File: config.mk
export PLATFORM = sky130hd
export DESIGN_NAME = busca_instrucao
export DESIGN_NICKNAME = d
export VERILOG_FILES = /design/src/rtl/busca_pkg.sv /design/src/rtl/calc_prox_pc.sv /design/src/rtl/busca_instrucao.sv
export SDC_FILE = /design/constraint.sdc
export NUM_CORES = 1
export LEC_CHECK = 0
export BUFFER_PORTS_ARGS = -buffer_cell sky130_fd_sc_hd__buf_2
export CAP_MARGIN = 20
export CORE_ASPECT_RATIO = 1.2
export CORE_MARGIN = 3
export CORE_UTILIZATION = 48
export DETAILED_ROUTE_END_ITERATION = 10
export PLACE_DENSITY_LB_ADDON = 0.3
export SETUP_SLACK_MARGIN = 0.05
export SYNTH_ARGS = -nofsm -noshare
export SYNTH_HDL_FRONTEND = slang
export SYNTH_SLANG_ARGS = --single-unit
File: constraint.sdc
create_clock -name clk -period 2.9 [get_ports clk]
set_input_delay 0.145 -clock clk [delete_from_list [all_inputs] [get_ports clk]]
set_output_delay 0.145 -clock clk [all_outputs]
set_load 0.02 [all_outputs]
File: src/rtl/busca_pkg.sv
// Shared definitions for the instruction-fetch stage: FSM states, JumpValue
// encodings, IR field positions and the HALT instruction word.
package busca_pkg;

    typedef enum logic [1:0] {
        ST_START  = 2'd0,
        ST_FETCH  = 2'd1,
        ST_ISSUE  = 2'd2,
        ST_HALTED = 2'd3
    } state_t;

    localparam logic [1:0] JV_INC = 2'b00;
    localparam logic [1:0] JV_REL = 2'b01;
    localparam logic [1:0] JV_ABS = 2'b10;
    localparam logic [1:0] JV_REG = 2'b11;

    localparam int OPC_MSB = 7;
    localparam int OPC_LSB = 6;
    localparam int FUN_MSB = 2;
    localparam int FUN_LSB = 0;
    localparam int IMM_MSB = 5;
    localparam int IMM_LSB = 0;
    localparam int IMM_W   = IMM_MSB - IMM_LSB + 1;

    localparam logic [7:0] HALT_INSTR = 8'hC7;

endpackage

File: src/rtl/calc_prox_pc.sv
// Combinational next-PC selection from the control unit's Jump/Cond/JumpValue.
// All arithmetic wraps modulo 2^PC_W.
module calc_prox_pc
    import busca_pkg::*;
#(
    parameter int PC_W = 8
) (
    input  logic [PC_W-1:0]  i_pc,
    input  logic [IMM_W-1:0] i_imm,
    input  logic [7:0]       i_jump_reg,
    input  logic             i_jump,
    input  logic             i_cond,
    input  logic             i_zero,
    input  logic [1:0]       i_jump_value,
    output logic [PC_W-1:0]  o_next_pc
);

    logic [PC_W-1:0] w_inc;
    logic [PC_W-1:0] w_imm_sext;
    logic [PC_W-1:0] w_imm_zext;
    logic            w_taken;

    assign w_inc      = i_pc + PC_W'(1);
    assign w_imm_sext = {{(PC_W-IMM_W){i_imm[IMM_W-1]}}, i_imm};
    assign w_imm_zext = {{(PC_W-IMM_W){1'b0}}, i_imm};
    assign w_taken    = i_jump | (i_cond & i_zero);

    always_comb begin
        o_next_pc = w_inc;
        if (w_taken) begin
            unique case (i_jump_value)
                JV_INC:  o_next_pc = w_inc;
                JV_REL:  o_next_pc = i_pc + w_imm_sext;
                JV_ABS:  o_next_pc = w_imm_zext;
                default: o_next_pc = PC_W'(i_jump_reg);
            endcase
        end
    end

endmodule

File: src/rtl/busca_instrucao.sv
// Instruction-fetch stage: PC, req/ack fetch FSM and IR field split.
// Optional halt support is enabled by defining BUSCA_HALT_EN.
module busca_instrucao
    import busca_pkg::*;
#(
    parameter int            PC_W     = 8,
    parameter logic [PC_W-1:0] RESET_PC = '0
) (
    input  logic            clk,
    input  logic            rst_n,
    output logic            imem_req,
    output logic [PC_W-1:0] imem_addr,
    input  logic            imem_ack,
    input  logic [7:0]      imem_data,
    input  logic            stall,
    input  logic            pc_write,
    input  logic            jump,
    input  logic            cond,
    input  logic            zero,
    input  logic [1:0]      jump_value,
    input  logic [7:0]      jump_reg,
    output logic [PC_W-1:0] pc,
    output logic [7:0]      instr,
    output logic [1:0]      opcode,
    output logic [2:0]      funct,
    output logic [5:0]      imm,
    output logic            instr_valid,
    output logic            halted
);

    state_t          r_state, w_state_nxt;
    logic [PC_W-1:0] r_pc;
    logic [7:0]      r_ir;
    logic [PC_W-1:0] w_next_pc;
    logic            w_ir_load;
    logic            w_pc_load;

    assign w_ir_load = (r_state == ST_FETCH) && imem_ack;
    // Stall has priority over PCWrite so a held instruction never retires.
    assign w_pc_load = (r_state == ST_ISSUE) && !stall && pc_write;

    calc_prox_pc #(.PC_W(PC_W)) u_calc_prox_pc (
        .i_pc         (r_pc),
        .i_imm        (r_ir[IMM_MSB:IMM_LSB]),
        .i_jump_reg   (jump_reg),
        .i_jump       (jump),
        .i_cond       (cond),
        .i_zero       (zero),
        .i_jump_value (jump_value),
        .o_next_pc    (w_next_pc)
    );

    always_ff @(posedge clk or negedge rst_n) begin
        if (!rst_n) begin
            r_state <= ST_START;
            r_pc    <= RESET_PC;
            r_ir    <= 8'h00;
        end else begin
            r_state <= w_state_nxt;
            if (w_ir_load) r_ir <= imem_data;
            if (w_pc_load) r_pc <= w_next_pc;
        end
    end

    always_comb begin
        w_state_nxt = r_state;
        unique case (r_state)
            ST_START: w_state_nxt = ST_FETCH;
            ST_FETCH: begin
                if (imem_ack) begin
`ifdef BUSCA_HALT_EN
                    w_state_nxt = (imem_data == HALT_INSTR) ? ST_HALTED : ST_ISSUE;
`else
                    w_state_nxt = ST_ISSUE;
`endif
                end
            end
            ST_ISSUE: if (w_pc_load) w_state_nxt = ST_FETCH;
`ifdef BUSCA_HALT_EN
            ST_HALTED: w_state_nxt = ST_HALTED;
`endif
            default: w_state_nxt = ST_START;
        endcase
    end

    assign imem_req    = (r_state == ST_FETCH);
    assign instr_valid = (r_state == ST_ISSUE);
    assign imem_addr   = r_pc;
    assign pc          = r_pc;
    assign instr       = r_ir;
    assign opcode      = r_ir[OPC_MSB:OPC_LSB];
    assign funct       = r_ir[FUN_MSB:FUN_LSB];
    assign imm         = r_ir[IMM_MSB:IMM_LSB];

`ifdef BUSCA_HALT_EN
    assign halted = (r_state == ST_HALTED);
`else
    assign halted = 1'b0;
`endif

endmodule

==> flow_summary.toml, run 1 <==
[status]
status = "complete, no violations"

[global_route]
grt_pass1_vias = 1296
grt_max_degree = 19
grt_pass1_wl_um = 5982
track_usage_pct = 19.64
grt-ovfl-total = 0
antenna_found_initial = 0

[clocking]
clk_pin_slew_ns = 0.11
cts_buffers = 3
htreeDepth = 1
clk-insertion-delay-late_ns = 0.30
cts.sinks = 18
cts-root-buf = "clkbuf_4"
ctsResizeCount = 0
clock_path_buffers = 2
hold_buffers = 1
cts_tree = "done"
postCtsSetupBuffers = 0

[detailed_routing]
wl_um = 3717
wl_per_cell_um = 14.81
antenna_left = 0
via_count = 1442
viasPerCell = 5.745
drt_iter0_markers = 47
drc = 0
first_pass_iters = 4

[timing]
period_needed_ns = 2.231
slew_violations = 0
hold_violations = 0
max_freq_mhz = 448.2
finClkSkew_ns = 0.005069
rsz0062_at_grt = "false"
tns_ns = 0
setup_violations = 0
period_share_pct = 76.94

[pwr]
p_switching_uw = 1055
pwr-share-comb_pct = 65.4
total_leakage_power_uw = 0.0008804
power_frac_seq_pct = 26.8
p_int_uw = 1001
pwr-share-clk_pct = 7.8
ir_drop_mv = 0.6805
power.share.switching_pct = 51.33
powerDensity_nw_per_um2 = 1141

[synth]
syn_avg_cell_area_um2 = 9.158
synthTopCellsByArea = "dfrtp_1, buf_4, mux2_2, ha_1, o21ai_0"
ys_seq_elements = 18
synth_flop_cell = "dfrtp_1"
syn_nets = 207
ys_async_sr_fraction_pct = 100.0
synth.distinct_cells = 46
netlist.area_leader.share_pct = 28.59
synthCells = 172
ys_seq_area_share_pct = 28.59
syn_area_um2 = 1575
yosysTopAreaCell = "dfrtp_1"
yosys_warnings = 0
synth-edff-count = 0

[die]
initial_core_util_pct = 50.64
design.core.area_um2 = 3110
fp.dieW_um = 58.30
die_h_um = 68.76
dieArea_um2 = 4008
fp-row-count = 22
io_pins = 64

[critical_path]
worstPathRequired_ns = 3.10
worstPathMaxFanout = 9
ff2ff_setup_slack_ns = 0.67
rr_endpoint = "imem_addr[6]"
cp.arrival_ns = 2.43
worst-r2r-cell-count = 7
worstSetupPathType = "flip-flop to flip-flop"
reg2reg_from = "imem_addr[0]"
startpoint_type = "flip-flop"
cp-end-kind = "flip-flop"

[finish]
stdcell_count = 251
drive_gt1_share_pct = 38.60
antenna_cells = 0
post-route-cell-area_um2 = 1802
fill_cells = 300
final_nets = 251
area_delta_synth_final_pct = 14.38
final_core_util_pct = 57.92

[worst_hold_path]
min_from = "imem_data[3]"
hold_path_class = "primary input to flip-flop"
holdPathEnd = "instr[3]"
hold_depth = 2

[placed_design]
detailed_place.area_um2 = 1755
place_inst = 246
io_buffer_count = 62
dp_hpwl_um = 2952
place_congestion = 0.8857

[job]
cap_violations = 0
[critical path, cell delays in order (launching register included)]
cell and delay, ns:
dfrtp_1 0.48, ha_1 0.28, fa_1 0.43, a211o_1 0.32, o211ai_2 0.09, nor4_2 0.05
a41o_1 0.20, o31a_1 0.29
[layout make-up]
class / count / area [um^2] / area share [%]
clock buffer: 4 / 36.28 / 2.014
inverter: 4 / 15.01 / 0.8333
multi-input combinational: 126 / 934.6 / 51.87
sequential: 18 / 450.4 / 25.00
tap: 36 / 45.04 / 2.500
timing repair buffer: 63 / 320.3 / 17.78
[flip-flops by register name (all words and copies together), names as in the netlist]
register / cells
instr: 8
imem_addr: 8
r_state: 2
[worst max path at each step]
stage | depth (start not counted) | start | slack (ns) | to
after floorplan | 7 | imem_addr[0] | 0.67 | imem_addr[6]
after global placement | 7 | imem_addr[0] | 0.71 | imem_addr[6]
after detailed placement | 7 | imem_addr[0] | 0.68 | imem_addr[6]
after CTS | 7 | imem_addr[0] | 0.67 | imem_addr[6]
after global routing | 7 | imem_addr[0] | 0.56 | imem_addr[6]
final | 7 | imem_addr[0] | 0.67 | imem_addr[6]
[through the flow]
step / hold slack, ns / setup WS (ns) / power, uW
floorplan: -0.1506 / 0.6722 / 1674
global placement: 0.1028 / 0.7080 / 1887
detailed placement: 0.1056 / 0.6772 / 1902
CTS: 0.05205 / 0.6686 / 2071
global route: 0.05322 / 0.5641 / 2248
finish: 0.06292 / 0.6688 / 2056
[Yosys cell counts, drive strengths merged (2+ instances only)]
master	number
o21ai	12
o22ai	2
nor2	9
nand3	6
buf	24
dfrtp	18
a21o	4
o21a	2
xnor2	5
nand2	13
mux2	10
mux2i	4
a22oi	2
a211oi	2
xor2	4
a21oi	11
o211ai	4
nor3	5
inv	4
o311ai	2
nor2b	2
ha	8
a221oi	2
[layout by cell type, fill, tap and decap left out, types with 2 or more instances in the layout]
master	netlist	final
o21a_1	2	2
nor2_1	9	9
a221oi_1	2	2
nand2_1	11	11
xor2_1	4	4
nand3_1	6	6
ha_1	8	8
o311ai_0	2	2
clkbuf_4	0	3
a21oi_1	10	10
dfrtp_1	18	18
inv_1	4	4
buf_2	2	62
nor3_1	4	4
xnor2_1	5	5
o211ai_1	3	3
o21ai_0	11	11
a22oi_1	2	2
nor2b_1	2	2
a211oi_1	2	2
mux2i_1	4	4
mux2_2	10	10
o22ai_1	2	2
a21o_1	4	4
nand2_2	2	2
[per-layer routing]
metal | global-route usage [%] | up-vias | wire, um
met5 | 0 | - | 0
met4 | 7.826 | 0 | 66
met3 | 2.048 | 8 | 291
met2 | 35.06 | 63 | 1839
met1 | 24.05 | 671 | 1519
li1 | - | 700 | -
[power by group through the flow]
| stage | Clock [uW] | Combinational [uW] | Sequential (uW) |
|---|---|---|---|
| global placement | 0 | 1340 | 549 |
| CTS | 168 | 1350 | 552 |
| finish | 160 | 1340 | 552 |
| detailed placement | 0 | 1350 | 557 |
| floorplan | 0 | 1030 | 646 |
| global route | 178 | 1490 | 583 |
[kinds of logic after synthesis]
group	share of synthesized area [%]
compound gates	21.52
simple gates	13.82
buf+inv	12.07
flops	28.59
mux	11.12
fa+ha+maj	7.625
xor+xnor	5.004
other cells	0.2381
No activity file was read; power rests on OpenSTA's default activity.
==> inputs of run 2 (changes only) <==
Settings changed: ABC_AREA set to 1, CORE_UTILIZATION 48 to 44.
Clock period 2.9 ns to 1.8 ns, I/O delays scaled along.
==> run 2 against run 1 <==
Sequential cell count stayed put. Wire length increased by 21%. Total power up 110%. Non-clock buffer count grew 13. Synthesized area is 3.7% higher. Largest power group unchanged. First-iteration DRC count rose by 100%. Critical path type unchanged. Register-to-register slack got worse by 0.51 ns. Highest routed layer unchanged. Fmax is 36% higher.
==> flow_summary.toml, run 2 <==
[clocking]
clk_pin_slew_ns = 0.07
clk-insertion-delay-late_ns = 0.26
cts-root-buf = "clkbuf_8"
clock_path_buffers = 2
cts_buffers = 3
cts_tree = "done"
htreeDepth = 1
cts.sinks = 18

[critical_path]
cp_slowest_cell = "dfrtp_2"
max_stage_delay_ns = 0.45
ff2ff_setup_slack_ns = 0.16
crit_buf_inv = 0
crit_path_end = "imem_addr[4]"
worstSetupPathType = "flip-flop to flip-flop"
cp.arrival_ns = 1.79
path_depth = 8
startpoint_type = "flip-flop"
rr_endpoint = "imem_addr[4]"
crit_family = "adder cells"
worstPathMaxFanout = 5
cp_cell_sequence = "ha_4, fa_2, nand3_2, nand3b_1, nand3_1, o211ai_1, o21ai_1, nand2_1"
cp-startpoint = "instr[0]"
worst-r2r-cell-count = 8
cp-end-kind = "flip-flop"
reg2reg_from = "instr[0]"
worstPathRequired_ns = 1.95

[synth]
syn_area_um2 = 1633
ys_seq_elements = 18
synthCells = 232
ys_async_sr_fraction_pct = 100.0
synth-compound-area-share_pct = 9.349
synth.distinct_cells = 28
synth-simple-area-share_pct = 29.50
synth_flop_cell = "dfrtp_1"
yosysTopAreaCell = "dfrtp_1"
ys_seq_area_share_pct = 27.59
synth_most_common_cell = "nand2_1"
synthXorXnorAreaFrac_pct = 3.218
synth_common_cells = "nand2_1, inv_1, buf_4"
netlist.area_leader.share_pct = 27.59
syn_avg_cell_area_um2 = 7.038
synth_top_family_by_area = "simple AND/OR/NAND/NOR gates"
yosys_warnings = 0
synth-edff-count = 0
synthTopCellsByArea = "dfrtp_1, nand2_1, buf_4, inv_1, ha_1"
synthMuxAreaShare_pct = 5.517
synthAdderAreaFrac_pct = 7.356
syn_nets = 267

[global_route]
grt-ovfl-total = 0
grt_pass1_vias = 1679
grt_max_degree = 19
antenna_found_initial = 0
grt_pass1_wl_um = 7431
track_usage_pct = 21.94

[finish]
area_delta_synth_final_pct = 27.97
drive_gt1_share_pct = 38.83
layout_commonest_cell = "nand2_1"
register_area_um2 = 455.4
final_cell_mix = "nand2_1, buf_2, inv_1"
stdcell_count = 328
fill_cells = 351
final_nets = 327
multi_input_area_um2 = 994.7
antenna_cells = 0

[pwr]
total_leakage_power_uw = 0.001150
powerDensity_nw_per_um2 = 2039
ir_drop_mv = 1.120

[timing]
max_freq_mhz = 610.1
period_share_pct = 91.06
hold_violations = 0
setup_violations = 0
finClkSkew_ns = 0.0007965
period_needed_ns = 1.639
tns_ns = 0
slew_violations = 0
rsz0062_at_grt = "true"

[placed_design]
io_buffer_count = 62
place_congestion = 0.8403
dp_hpwl_um = 3522
place_inst = 321

[detailed_routing]
viasPerCell = 5.034
via_count = 1651
wl_per_cell_um = 13.74
antenna_left = 0
first_pass_iters = 4
drc = 0
wl_um = 4507
drt_iter0_markers = 94

[die]
initial_core_util_pct = 47.28
design.core.area_um2 = 3453
fp-row-count = 23
die_h_um = 72.73
fp.dieW_um = 61.61
io_pins = 64
dieArea_um2 = 4481

[job]
cap_violations = 0

[worst_hold_path]
hold_path_class = "primary input to flip-flop"

[status]
status = "complete, no violations"
-- run 2: kinds of logic (layout without fill, tap and decap cells) --
logic type | after synthesis | after routing
simple gates | 110 | 110
mux | 8 | 8
flops | 18 | 18
buf+inv | 53 | 112
fa+ha+maj | 9 | 9
other cells | 1 | 1
compound gates | 27 | 27
xor+xnor | 6 | 6
-- run 2: through the flow --
step           worst slack [ns]  util [%]  hold WS, ns  total power (uW)  area, um^2
2_1_floorplan           0.05441         -      -0.2056              2961        1638
3_3_place_gp            0.08614     55.47      0.05115              3543        1916
3_5_place_dp            0.02785     55.47      0.04959              3605        1916
4_1_cts                 0.08101     57.43      0.02327              3961        1983
5_1_grt                 0.01823     60.51      0.04116              4677        2090
6_report                 0.1610     60.51      0.03013              4261        2090
-- run 2: power by group --
group	internal, uW	switching [uW]	total, uW
registers	613	243	856
logic	1250	1810	3060
clock network	195	147	342
-- run 2: layout make-up --
type                    count  share of cell area [%]
inverters                  32                   5.749
multi-input cells         161                   47.60
flip-flops and latches     18                   21.80
well taps                  37                   2.216
repair buffers             76                   20.00
clock buffers               4                   2.635
-- run 2: worst min-delay path by stage --
stage,start,to,slack [ns],cells after the start
final,imem_ack,r_state[0],0.03,2
after global routing,imem_ack,r_state[0],0.04,2
after CTS,imem_ack,r_state[0],0.02,2
after detailed placement,rst_n,instr[7],0.05,1
after global placement,rst_n,instr[7],0.05,1
after floorplan,rst_n,imem_addr[0],-0.21,0
-- run 2: routing by layer --
layer / GRT usage, % / part of all wire [%]
met2: 35.86 / 49
met1: 29.52 / 43
met3: 2.301 / 6.4
met4: 7.783 / 1.7
met5: 0 / 0
-- run 2: timing repair --
action / in CTS / in global routing
gates resized for setup: 1 / 18
hold buffers: 1 / 0
buffers inserted: 0 / 2
setup endpoints to repair: 1 / 6
pin swaps: 0 / 2
endpoints found under the hold margin: 18 / 0
==> inputs of run 3 (changes only) <==
Settings changed: CORE_UTILIZATION 44 to 46, CTS_BUF_LIST set to sky130_fd_sc_hd__clkbuf_2.
==> run 3 against run 2 <==
Cell count is 2.7% higher. Sequential cell count unchanged. Sequential power fell by 0.5%. Wire length rose by 4.7%. Utilization rose by 3.1 points. Critical path type unchanged. Critical endpoint is now imem_addr[2].
==> flow_summary.toml, run 3 (synthesis gave the netlist of run 2 again) <==
[global_route]
grt_pass1_vias = 1719
grt-ovfl-total = 0
grt_max_degree = 19
track_usage_pct = 23.15
grt_busiest_layer = "met2"
antenna_found_initial = 0
met2_usage_pct = 40.63
grt_pass1_wl_um = 7638
grtUsageMet3_pct = 2.523
gr-usage-met1_pct = 28.73

[critical_path]
worstPathMaxFanout = 4
crit_path_end = "imem_addr[2]"
cp-startpoint = "instr[0]"
reg2reg_from = "instr[0]"
rr_endpoint = "imem_addr[2]"
worst-r2r-cell-count = 9
cp-end-kind = "flip-flop"
worstSetupPathType = "flip-flop to flip-flop"
worstPathRequired_ns = 2.07
cp.arrival_ns = 1.92
ff2ff_setup_slack_ns = 0.16
startpoint_type = "flip-flop"

[detailed_routing]
first_pass_iters = 4
wl_per_cell_um = 14.00
drt_iter0_markers = 58
via_count = 1708
drc = 0
wl_um = 4719
antenna_left = 0
viasPerCell = 5.068

[job]
cap_violations = 0

[pwr]
powerDensity_nw_per_um2 = 1941
total_leakage_power_uw = 0.001169
ir_drop_mv = 1.454

[timing]
period_share_pct = 91.36
setup_violations = 0
setup_ws_ns = 0.1555
slew_violations = 0
finClkSkew_ns = 0.002605
period_needed_ns = 1.645
max_freq_mhz = 608.1
hold_violations = 0
rsz0062_at_grt = "true"

[placed_design]
pre_cts_ws_ns = 0.07077
place_congestion = 0.8682
dp_hpwl_um = 3522
place_inst = 320
io_buffer_count = 62

[finish]
drive_gt1_share_pct = 36.33
final_core_util_pct = 63.58
stdcell_count = 337
layout_commonest_cell = "nand2_1"
final_cell_mix = "nand2_1, buf_2, inv_1"
antenna_cells = 0
fill_cells = 318
final_nets = 336
area_delta_synth_final_pct = 31.11

[worst_hold_path]
min_from = "stall"
hold_path_class = "primary input to flip-flop"

[clocking]
clock_path_buffers = 2
cts.sinks = 18
clk_pin_slew_ns = 0.18
htreeDepth = 1
cts_buffers = 3
clk-insertion-delay-late_ns = 0.32
cts-root-buf = "clkbuf_2"
cts_tree = "done"

[die]
fp-row-count = 23
io_pins = 64
fp.dieW_um = 60.39
die_h_um = 71.27
initial_core_util_pct = 48.49
dieArea_um2 = 4303
design.core.area_um2 = 3367

[status]
status = "complete, no violations"
## run 3: changes by cell type in the layout (fill, tap and decap cells not counted), moves of 2 or more
cell / delta
nand3_2: -2
clkbuf_2: +3
clkbuf_8: -4
dlygate4sd3_1: +9
nand3_1: +2
## run 3: worst max-delay path, cell delays in order, from the launching register on
cell and delay [ns]:
dfrtp_2 0.46, ha_4 0.17, fa_2 0.39, nand2_1 0.08, nand2_1 0.06, o21ai_1 0.16
o22ai_1 0.09, nand2_1 0.07, nand2_1 0.06, nand2_1 0.05
## run 3: per-stage QoR
step | instance area (um^2) | TNS [ns] | power [uW] | hold slack (ns)
4_1_cts | 2034 | 0 | 3824 | 0.06170
5_1_grt | 2141 | -0.003696 | 4525 | 0.07288
6_report | 2141 | 0 | 4155 | 0.06923
3_3_place_gp | 1908 | 0 | 3532 | 0.04990
2_1_floorplan | 1638 | 0 | 2961 | -0.2056
3_5_place_dp | 1908 | 0 | 3596 | 0.05249
## run 3: power breakdown
group | leakage (uW) | switching (uW) | total [uW] | internal (uW)
clock network | 0.0000140 | 135 | 184 | 48.3
registers | 0.000213 | 244 | 852 | 609
logic | 0.000942 | 1830 | 3120 | 1290
total | 0.00117 | 2210 | 4150 | 1950
## run 3: worst min-delay path by stage
| stage | slack, ns | end | cells after the start |
|---|---|---|---|
| floorplan | -0.21 | imem_addr[0] | 0 |
| global placement | 0.05 | instr[5] | 1 |
| detailed placement | 0.05 | instr[5] | 1 |
| CTS | 0.06 | imem_addr[1] | 4 |
| global route | 0.07 | imem_addr[1] | 4 |
| finish | 0.07 | imem_addr[1] | 4 |
## run 3: what timing repair did
| action | 4_1_cts | 5_1_grt |
|---|---|---|
| hold buffers | 10 | 0 |
| setup endpoints to repair | 2 | 6 |
| endpoints found under the hold margin | 27 | 0 |
| buffers inserted | 1 | 2 |
| pin swaps | 0 | 2 |
| resized for setup | 1 | 16 |
| cloned | 0 | 0 |
## run 3: final cells by class
| class | count | area [um^2] | area share [%] |
|---|---|---|---|
| clock buffers | 3 | 15.01 | 0.7013 |
| clock inverters | 1 | 3.754 | 0.1753 |
| inverters | 32 | 120.1 | 5.611 |
| multi-input cells | 161 | 992.2 | 46.35 |
| flip-flops and latches | 18 | 455.4 | 21.27 |
| well taps | 37 | 46.29 | 2.162 |
| repair buffers | 85 | 508.0 | 23.73 |
## run 3: metal layers
layer | wire length, um | share of wire [%]
met1 | 1912 | 41
met3 | 227 | 4.8
met2 | 2515 | 53
met5 | 0 | 0
met4 | 63 | 1.3
